--- config.mk ---
export PLATFORM = sky130hd
export DESIGN_NAME = mix_engine
export DESIGN_NICKNAME = d
export VERILOG_FILES = /design/src/rtl/mix_pkg.sv /design/src/rtl/mix_mac.sv /design/src/rtl/mix_engine.sv
export SDC_FILE = /design/constraint.sdc
export NUM_CORES = 1
export LEC_CHECK = 0
export ABC_AREA = 1
export ABC_CLOCK_PERIOD_IN_PS = 7500
export BUFFER_PORTS_ARGS = -buffer_cell sky130_fd_sc_hd__buf_2
export CORE_MARGIN = 2
export CORE_UTILIZATION = 55
export CTS_CLUSTER_SIZE = 25
export DETAILED_ROUTE_END_ITERATION = 12
export PLACE_DENSITY = 0.74
export SYNTH_ARGS = -nofsm -noshare
export SYNTH_HDL_FRONTEND = slang
export SYNTH_SLANG_ARGS = --single-unit
--- constraint.sdc ---
create_clock -name i_clk -period 7.5 [get_ports i_clk]
set_input_delay 1.5 -clock i_clk [delete_from_list [all_inputs] [get_ports i_clk]]
set_output_delay 1.5 -clock i_clk [all_outputs]
set_load 0.005 [all_outputs]
--- src/rtl/mix_pkg.sv ---
// mix_pkg: shared states, sample/accumulator widths and the output saturation helper.
package mix_pkg;
  typedef enum logic [2:0] {IDLE, HDR, FETCH, SUM, OUT} state_t;
  localparam int SAMPLE_W = 16;
  localparam int ACC_W = 25;
  localparam int UNITY_GAIN = 128;
  // Clamp to the signed sample range: in range iff all bits above the sample sign bit match it.
  function automatic logic [SAMPLE_W-1:0] saturate(input logic signed [ACC_W-1:0] a);
    return (a[ACC_W-1:SAMPLE_W-1] == {(ACC_W-SAMPLE_W+1){a[ACC_W-1]}}) ? a[SAMPLE_W-1:0]
      : {a[ACC_W-1], {(SAMPLE_W-1){~a[ACC_W-1]}}};
  endfunction
endpackage

--- src/rtl/mix_mac.sv ---
// mix_mac: scales one signed audio half by an unsigned gain, accumulates it and saturates the sum.
module mix_mac
  import mix_pkg::*;
(
  input  logic                clk,
  input  logic                rst_n,
  input  logic                clr,
  input  logic                en,
  input  logic [SAMPLE_W-1:0] sample,
  input  logic [7:0]          gain,
  output logic [SAMPLE_W-1:0] sat
);
  logic signed [ACC_W-1:0] acc, prod;
  always_comb prod = ACC_W'($signed(sample)) * ACC_W'($signed({1'b0, gain}));
  always_ff @(posedge clk or negedge rst_n) begin
    if (!rst_n) acc <= '0;
    else if (clr) acc <= '0;
    else if (en) acc <= acc + (prod >>> $clog2(UNITY_GAIN));
  end
  assign sat = saturate(acc);
endmodule

--- src/rtl/mix_engine.sv ---
// mix_engine: reads per-channel sample streams from SDRAM, mixes them with gain and
// offers each saturated stereo frame to the audio sink a fixed number of times.
module mix_engine
  import mix_pkg::*;
#(
  parameter int NUM_CH = 4,
  parameter int ADDR_W = 23,
  parameter int REPEAT = 2
) (
  input  logic                     i_clk,
  input  logic                     i_rst_n,
  input  logic [NUM_CH-1:0]        mix_load,
  input  logic [NUM_CH*ADDR_W-1:0] mix_select,
  input  logic [NUM_CH*8-1:0]      mix_gain,
  input  logic                     mix_stop,
  output logic                     mix_done,
  output logic [NUM_CH-1:0]        mix_active,
  output logic                     mix_read,
  output logic [ADDR_W-1:0]        mix_addr,
  input  logic [31:0]              mix_readdata,
  input  logic                     mix_sdram_finished,
  output logic                     mix_audio_valid,
  output logic [31:0]              mix_audio_data,
  input  logic                     mix_audio_ready
);
  localparam int SW = NUM_CH > 1 ? $clog2(NUM_CH) : 1;
  localparam logic [SW-1:0] LAST = SW'(NUM_CH - 1);
  localparam logic [1:0] LAST_R = 2'(REPEAT - 1);
  state_t state, next;
  logic [ADDR_W-1:0] pend_addr [NUM_CH];
  logic [ADDR_W-1:0] addr_ch [NUM_CH];
  logic [ADDR_W-1:0] end_ch [NUM_CH];
  logic [ADDR_W-1:0] len;
  logic [NUM_CH-1:0] pending, clr_pend;
  logic [SW-1:0] slot, cur, sel;
  logic [1:0] cnt;
  logic abort, kill, fin, hs, issue, slot_done, acc_en, last_hs, more;
  logic [SAMPLE_W-1:0] sat_l, sat_r;

  // abort remembers a stop until an in-flight read has drained and IDLE is reached
  assign kill = mix_stop || abort;
  assign fin = mix_read && mix_sdram_finished;
  assign mix_audio_valid = state == OUT && !mix_stop;
  assign hs = mix_audio_valid && mix_audio_ready;
  assign last_hs = hs && cnt == LAST_R;
  assign more = |(pending | mix_load);
  assign len = mix_readdata[ADDR_W-1:0];
  assign clr_pend = (state == HDR && fin && !kill) ? NUM_CH'(1) << cur : '0;
  assign slot_done = state == FETCH && (fin || (!mix_read && !mix_active[slot]));
  assign issue = !kill && !mix_read && ((state == HDR && |pending) || (state == FETCH && mix_active[slot]));
  assign acc_en = state == FETCH && fin && !kill;

  always_comb begin
    sel = '0;
    for (int i = NUM_CH - 1; i >= 0; i--) if (pending[i]) sel = SW'(i);
  end

  always_comb begin
    next = state;
    if (kill) next = (mix_read && !mix_sdram_finished) ? state : IDLE;
    else
      case (state)
        IDLE:  next = |pending ? HDR : IDLE;
        HDR:   next = (fin && !(|((pending & ~clr_pend) | mix_load))) ? FETCH : HDR;
        FETCH: next = (slot_done && slot == LAST) ? SUM : FETCH;
        SUM:   next = OUT;
        OUT:   next = last_hs ? (more ? HDR : |mix_active ? FETCH : IDLE) : OUT;
        default: next = IDLE;
      endcase
  end

  always_ff @(posedge i_clk or negedge i_rst_n) begin
    if (!i_rst_n) state <= IDLE;
    else state <= next;
  end

  always_ff @(posedge i_clk or negedge i_rst_n) begin
    if (!i_rst_n) begin
      mix_read <= 1'b0;
      mix_addr <= '0;
      mix_done <= 1'b0;
      mix_active <= '0;
      mix_audio_data <= '0;
      pending <= '0;
      slot <= '0;
      cur <= '0;
      cnt <= '0;
      abort <= 1'b0;
      for (int k = 0; k < NUM_CH; k++) begin
        pend_addr[k] <= '0;
        addr_ch[k] <= '0;
        end_ch[k] <= '0;
      end
    end else begin
      abort <= mix_stop || (abort && state != IDLE);
      mix_done <= state == OUT && !kill && last_hs && !more && !(|mix_active);
      pending <= mix_stop ? '0 : (pending & ~clr_pend) | mix_load;
      for (int k = 0; k < NUM_CH; k++)
        if (mix_load[k] && !mix_stop) pend_addr[k] <= mix_select[k*ADDR_W +: ADDR_W];
      if (issue) begin
        mix_read <= 1'b1;
        mix_addr <= state == HDR ? pend_addr[sel] : addr_ch[slot] + 1'b1;
        cur <= sel;
      end else if (fin) mix_read <= 1'b0;
      slot <= state != FETCH ? '0 : slot_done ? (slot == LAST ? '0 : slot + 1'b1) : slot;
      cnt <= state == SUM ? '0 : hs ? cnt + 1'b1 : cnt;
      if (state == SUM && !kill) mix_audio_data <= {sat_l, sat_r};
      if (mix_stop) mix_active <= '0;
      else if (fin && !kill && state == HDR) begin
        addr_ch[cur] <= mix_addr;
        end_ch[cur] <= mix_addr + len;
        mix_active[cur] <= |len;
      end else if (acc_en) begin
        addr_ch[slot] <= mix_addr;
        if (mix_addr == end_ch[slot]) mix_active[slot] <= 1'b0;
      end
    end
  end

  mix_mac u_left (
    .clk(i_clk), .rst_n(i_rst_n), .clr(state == IDLE || state == SUM), .en(acc_en),
    .sample(mix_readdata[31:16]), .gain(mix_gain[slot*8 +: 8]), .sat(sat_l)
  );
  mix_mac u_right (
    .clk(i_clk), .rst_n(i_rst_n), .clr(state == IDLE || state == SUM), .en(acc_en),
    .sample(mix_readdata[15:0]), .gain(mix_gain[slot*8 +: 8]), .sat(sat_r)
  );
endmodule

==> impl_metrics.csv, run 1 <==
group,metric,value,unit
run_status,status,"finished, final reports clean",
pwr,powerDensity,373.9,nW/um2
timing,period_needed,7.111,ns
synth,synth_edf_count,0,
run,maxCapViolations,0,
grt,busiest_layer,"met2",
synth,synthXorXnorAreaFrac,2.271,%
setup_path,slowest_stage,"fa_1",
clock_network,clk_latency,0.62,ns
clock_network,cts_tree,"built",
synth,netlist_area,31630,um2
setup_path,startpoint,"mix_gain[10]",
pwr,clock_power_share,17.0,%
synth,post_synth_num_cell_types,57,
drt,wl_per_cell,18.25,um
drt,drtAntennaViolNets,0,
setup_path,slowest_delay,0.55,ns
synth,synth_top_cell_area_share,31.73,%
clock_network,cts.path.max_buffers,3,
timing,max_slew_margin,16.57,%
hold_path,timing.hold.worst.start,"end_ch[43]$_DFFE_PN0P_",
pwr,p_sw,6.168,mW
die,die_area,59430,um2
clock_network,numCtsBuffers,45,
grt,grt_pass1_wl,154.5,mm
timing,whs,0.4761,ns
pwr,p_total,13.67,mW
timing,skew,0.05878,ns
synth,yosysTopAreaCell,"dfrtp_1",
synth,synthAdderAreaFrac,19.62,%
grt,antenna_found_initial,9,
clock_network,cts.sinks,401,
setup_path,cp_max_fo,10,
grt,grt.total_usage,32.87,%
drt,drtIter0Drc,2671,
die,die_x,243.8,um
synth,avgSynthCellArea,7.742,um2
synth,ys_async_sr_fraction,100.0,%
pwr,p_leak,18.63,nW
synth,ys_top_cells_by_area,"dfrtp_1 32%, fa_1 13%, nand2_1 12%",
placement,dpl.hpwl,71.44,mm
setup_path,r2r_start,"slot[0]$_DFFE_PN0P_",
layout,areaGrowthSynthToFinish,15.66,%
setup_path,cp_top_family,"adder cells",
pwr,sequentialPowerShare,18.4,%
die,rows,87,
synth,synth-compound-area-share,11.85,%
pwr,power.internal,7.507,mW
clock_network,postCtsSetupBuffers,0,
grt,use_met1,43.80,%
grt,met2_usage,51.09,%
drt,dr.pass1.iters,8,
pwr,peakVddDrop,259.6,uV
placement,gp_congestion,0.9468,
setup_path,rrSetupSlack,0.45,ns
pwr,comb_power_share,64.7,%
timing,rsz0062_at_grt,"true",
synth,synthSimpleGateAreaFrac,22.74,%
setup_path,crit_required,7.96,ns
setup_path,start_kind,"input pin",
die,die_h,243.8,um
synth,ys_seq_area_share,31.73,%
synth,ys_warn_count,0,
layout,nNetsFinal,4996,
setup_path,worst_setup_path_end_kind,"register",
setup_path,crit_buf_inv,9,
grt,grt-ovfl-total,0,
grt,use_met3,9.308,%
clock_network,cts-root-buf,"clkbuf_16",
layout,layout_common_cells,"1013 x nand2_1, 538 x inv_1, 399 x dfrtp_1",
synth,muxShareOfSynthArea,3.027,%
synth,synth_top_family_by_area,"simple AND/OR/NAND/NOR gates",
hold_path,hold_class,"reg -> reg",
setup_path,path_common_cell,"nand2_1",
clock_network,htreeDepth,2,
clock_network,cts_resized,0,
clock_network,postCtsHoldBufs,0,
timing,hold_viol,0,
timing,setup_viol,0,
grt,first_global_vias,28820,
drt,vias,29190,
die,coreArea,56600,um2
drt,drc,0,
clock_network,clk_pin_slew,0.06,ns
synth,synthFlopType,"dfrtp_1",
drt,routed_wl,95.89,mm
synth,syn_inst,4085,
die,num_io_pins,227,
layout,final_common_cell,"nand2_1",
timing,clock.fmax,140.6,MHz
synth,syn_nets,4623,
setup_path,criticalPathCategory,"in -> reg",
placement,io_buffers,226,
grt,grt_max_degree,153,
pwr,switching_share,45.10,%
layout,fill_cells,5038,
timing,finalMaxSlewViolations,0,
die,start_util,55.87,%
synth,ys_seq_elements,401,
layout,final_layout_size_suffix_gt1_share,15.38,%
timing,tightest_slew,1.248,ns
drt,avgViaCountPerCell,5.556,
setup_path,worstPathArrival,7.57,ns
timing,finalCritPeriodShare,94.81,%
registers in the layout (all words and copies together) (netlist names), 2 cells and up:
| register | count |
|---|---|
| addr_ch | 92 |
| end_ch | 92 |
| pend_addr | 92 |
| mix_audio_data | 32 |
| u_left.acc | 25 |
| u_right.acc | 25 |
| mix_addr | 23 |
| mix_active | 4 |
| pending | 4 |
| state | 3 |
| cnt | 2 |
| cur | 2 |
| slot | 2 |
synth_stat cells, drive strengths merged (19+ instances only):
cell and number:
xor2 54, fa 205, dfrtp 401, a21oi 230
clkbuf 76, mux2 85, nor3 42, ha 168
nand4 34, o21ai 358, xnor2 28, buf 60
nand3 225, nor2 405, inv 553, nor4 19
nand2 1019
layout make-up:
type	instances	area, um2	area share (%)
inverter	557	2103	5.750
timing repair buffer	462	3029	8.282
clock buffer	60	1232	3.369
sequential	401	10040	27.45
clock inverter	23	307.8	0.8415
antenna	4	10.01	0.02737
tap	756	945.9	2.586
multi-input combinational	2991	18910	51.69
kinds of logic (layout without fill, tap and decap cells):
family	Yosys count	in the layout
XOR/XNOR	82	82
multiplexers	85	85
flip-flops	401	401
buffers and inverters	693	1102
AND/OR/NAND/NOR	1758	1758
adder cells (fa/ha/maj)	373	373
AO/OA/AOI/OAI	693	693
other	0	4
layer usage:
metal	up-vias	share of wire, %
met5	-	0.087
met4	14	3.8
met3	223	10
met2	1151	44
met1	13920	41
li1	13890	-
metrics by stage:
step	cells	util, %	setup WS, ns	area (um2)	TNS [ns]
after CTS	5250	64.46	0.4064	36490	0
after global routing	5251	64.60	-0.03258	36570	-0.03258
final	5254	64.62	0.3892	36580	0
after floorplan	4085	-	0.4159	31630	0
after detailed placement	5167	61.74	-0.2218	34950	-2.575
after global placement	5167	61.74	-0.1398	34950	-0.7098
final timing paths:
check                                                      end  cells past startpoint
worst max register to register     u_right.acc[19]$_DFFE_PN0P_                     36
min in group asynchronous            pend_addr[67]$_DFFE_PN0P_                      1
max in group asynchronous       mix_audio_data[21]$_DFFE_PN0P_                      2
worst min-delay path                    end_ch[43]$_DFFE_PN0P_                      2
worst min register to register          end_ch[43]$_DFFE_PN0P_                      2
worst max-delay path               u_right.acc[19]$_DFFE_PN0P_                     36
tightest hold or removal path: stages, from the launching register on:
cell and delay [ns]:
dfrtp_1 0.34, nand2_1 0.05, nand2_1 0.06
power groups by stage:
stage / Combinational [mW] / Sequential [mW] / Clock, mW
global placement: 8.53 / 2.53 / 0
finish: 8.84 / 2.51 / 2.32
floorplan: 5.10 / 2.43 / 0
detailed placement: 8.65 / 2.54 / 0
CTS: 8.72 / 2.50 / 2.36
global route: 9.94 / 2.52 / 2.43
Note: power is estimated with default switching activity, not from simulation.
==> run 2, diff against run 1 <==
--- a/config.mk
+++ b/config.mk
@@ -8,11 +8,13 @@
 export ABC_AREA = 1
 export ABC_CLOCK_PERIOD_IN_PS = 7500
 export BUFFER_PORTS_ARGS = -buffer_cell sky130_fd_sc_hd__buf_2
+export CELL_PAD_IN_SITES_DETAIL_PLACEMENT = 0
+export CELL_PAD_IN_SITES_GLOBAL_PLACEMENT = 1
 export CORE_MARGIN = 2
-export CORE_UTILIZATION = 55
+export CORE_UTILIZATION = 46
 export CTS_CLUSTER_SIZE = 25
 export DETAILED_ROUTE_END_ITERATION = 12
-export PLACE_DENSITY = 0.74
+export PLACE_DENSITY = 0.81
 export SYNTH_ARGS = -nofsm -noshare
 export SYNTH_HDL_FRONTEND = slang
 export SYNTH_SLANG_ARGS = --single-unit
==> impl_metrics.csv, run 2 (same netlist as run 1, synthesis figures left out) <==
group,metric,value,unit
die,start_util,46.27,%
grt,use_met1,40.18,%
drt,avgViaCountPerCell,5.281,
grt,grt_pass1_wl,159.8,mm
setup_path,slowest_stage,"fa_1",
setup_path,start_kind,"input pin",
die,die_h,266.2,um
setup_path,cp_max_fo,11,
drt,drtIter0Drc,2221,
pwr,powerDensity,387.2,nW/um2
setup_path,criticalPathCategory,"in -> reg",
run_status,status,"finished, final reports clean",
clock_network,cts.path.max_buffers,3,
clock_network,clk_pin_slew,0.06,ns
pwr,comb_power_share,67.2,%
drt,drc,0,
clock_network,cts_tree,"built",
drt,drtAntennaViolNets,0,
pwr,power.internal,8.048,mW
placement,io_buffers,226,
die,coreArea,68350,um2
clock_network,cts.sinks,401,
timing,finalMaxSlewViolations,0,
timing,clock.fmax,139.8,MHz
die,rows,96,
pwr,p_sw,6.414,mW
pwr,p_total,14.46,mW
setup_path,path_common_cell,"nand2_1",
pwr,switching_share,44.35,%
grt,first_global_vias,28510,
clock_network,clk_latency,0.60,ns
pwr,sequentialPowerShare,17.4,%
pwr,p_leak,19.00,nW
layout,biggestRegsByFlops,"addr_ch x92, end_ch x92, pend_addr x92",
grt,grt.total_usage,28.85,%
setup_path,worst_setup_path_end_kind,"register",
grt,busiest_layer,"met2",
grt,met2_usage,45.16,%
run,maxCapViolations,0,
placement,gp_congestion,0.9321,
timing,finalCritPeriodShare,95.37,%
clock_network,numCtsBuffers,45,
layout,nNetsFinal,5070,
pwr,peakVddDrop,279.3,uV
pwr,clock_power_share,15.4,%
grt,grt-ovfl-total,0,
timing,hold_viol,0,
clock_network,htreeDepth,2,
timing,max_slew_margin,22.40,%
layout,final_layout_size_suffix_gt1_share,16.85,%
grt,grt_max_degree,157,
timing,period_needed,7.153,ns
die,die_x,266.2,um
timing,tightest_slew,1.161,ns
layout,layout_common_cells,"1010 x nand2_1, 536 x inv_1, 399 x dfrtp_1",
hold_path,hold_class,"reg -> reg",
setup_path,slowest_delay,0.51,ns
placement,dpl_cell_area,35720,um2
placement,dpl.hpwl,74.88,mm
layout,areaGrowthSynthToFinish,18.10,%
drt,routed_wl,100.4,mm
clock_network,cts-root-buf,"clkbuf_16",
timing,setup_viol,0,
setup_path,crit_required,7.95,ns
grt,antenna_found_initial,13,
grt,use_met3,6.895,%
drt,dr.pass1.iters,6,
layout,fill_cells,6591,
drt,wl_per_cell,18.45,um
timing,whs,0.4777,ns
die,die_area,70870,um2
layout,final_common_cell,"nand2_1",
timing,rsz0062_at_grt,"true",
timing,skew,0.02570,ns
setup_path,worstPathArrival,7.60,ns
drt,vias,28740,
layout,stdcell_area,37350,um2
die,num_io_pins,227,
## run 2: cell count changes in the layout (fill, tap and decap cells not counted), moves of 3 or more
cell      before   now
o21ai_1       61    64
buf_12         9    15
nand3_2        0     3
nand2_1     1013  1010
nand3_1      225   222
clkinv_2       9     3
buf_4        226   293
clkbuf_8       5     9
## run 2: power groups by stage
stage	clock network, mW	registers, mW	logic (mW)
after global placement	0	2.54	9.51
after global routing	2.35	2.52	10.9
after CTS	2.28	2.50	9.59
final	2.23	2.51	9.72
after floorplan	0	2.43	5.10
after detailed placement	0	2.54	9.49
## run 2: worst max-delay path: cells and delay by family
kind	cells	cell delay (ns)
AOI/OAI and AO/OA	4	0.60
xor gates and xnor gates	1	0.29
adders and majority gates	6	2.60
buffers and inverters	10	0.94
and+or+nand+nor	16	1.65
## run 2: repair_timing
action                                  4_1_cts  5_1_grt
endpoints found under the setup margin        0       23
buffers inserted                              0        1
hold buffers                                  0        0
resized for setup                             0       32
## run 2: stage by stage
step                      utilization, %  setup slack [ns]  instances  setup TNS [ns]
final                              54.65            0.3473       5443               0
after global routing               54.64          -0.03886       5441         -0.1030
after detailed placement           52.26           -0.4625       5365          -7.250
after CTS                          54.39            0.1301       5439               0
after floorplan                        -            0.4159       4085               0
after global placement             52.26           -0.4517       5365          -6.684
## run 2: per-layer routing
metal	vias to the layer above	wire length, um
met2	900	44200
li1	14030	-
met5	-	131
met4	24	2581
met3	169	8259
met1	13620	45230
## run 2: area by class of cell
cell class / count / area, um2 / area share (%)
clock buffers: 62 / 1280 / 3.427
flip-flops and latches: 401 / 10040 / 26.88
diodes: 2 / 5.005 / 0.01340
well taps: 882 / 1104 / 2.955
clock inverters: 12 / 175.2 / 0.4690
repair buffers: 536 / 3681 / 9.856
multi-input cells: 2991 / 18960 / 50.77
inverters: 557 / 2105 / 5.635
## run 2: final timing paths
check / start / endpoint / slack (ns) / depth (start not counted)
worst max-delay path: mix_gain[9] / u_left.acc[20]$_DFFE_PN0P_ / 0.35 / 37
worst min-delay path: end_ch[34]$_DFFE_PN0P_ / end_ch[34]$_DFFE_PN0P_ / 0.48 / 2
worst max register to register: slot[0]$_DFFE_PN0P_ / u_left.acc[20]$_DFFE_PN0P_ / 0.50 / 37
worst min register to register: end_ch[34]$_DFFE_PN0P_ / end_ch[34]$_DFFE_PN0P_ / 0.48 / 2
max in group asynchronous: i_rst_n / end_ch[65]$_DFFE_PN0P_ / 5.16 / 2
min in group asynchronous: i_rst_n / pend_addr[63]$_DFFE_PN0P_ / 0.96 / 1
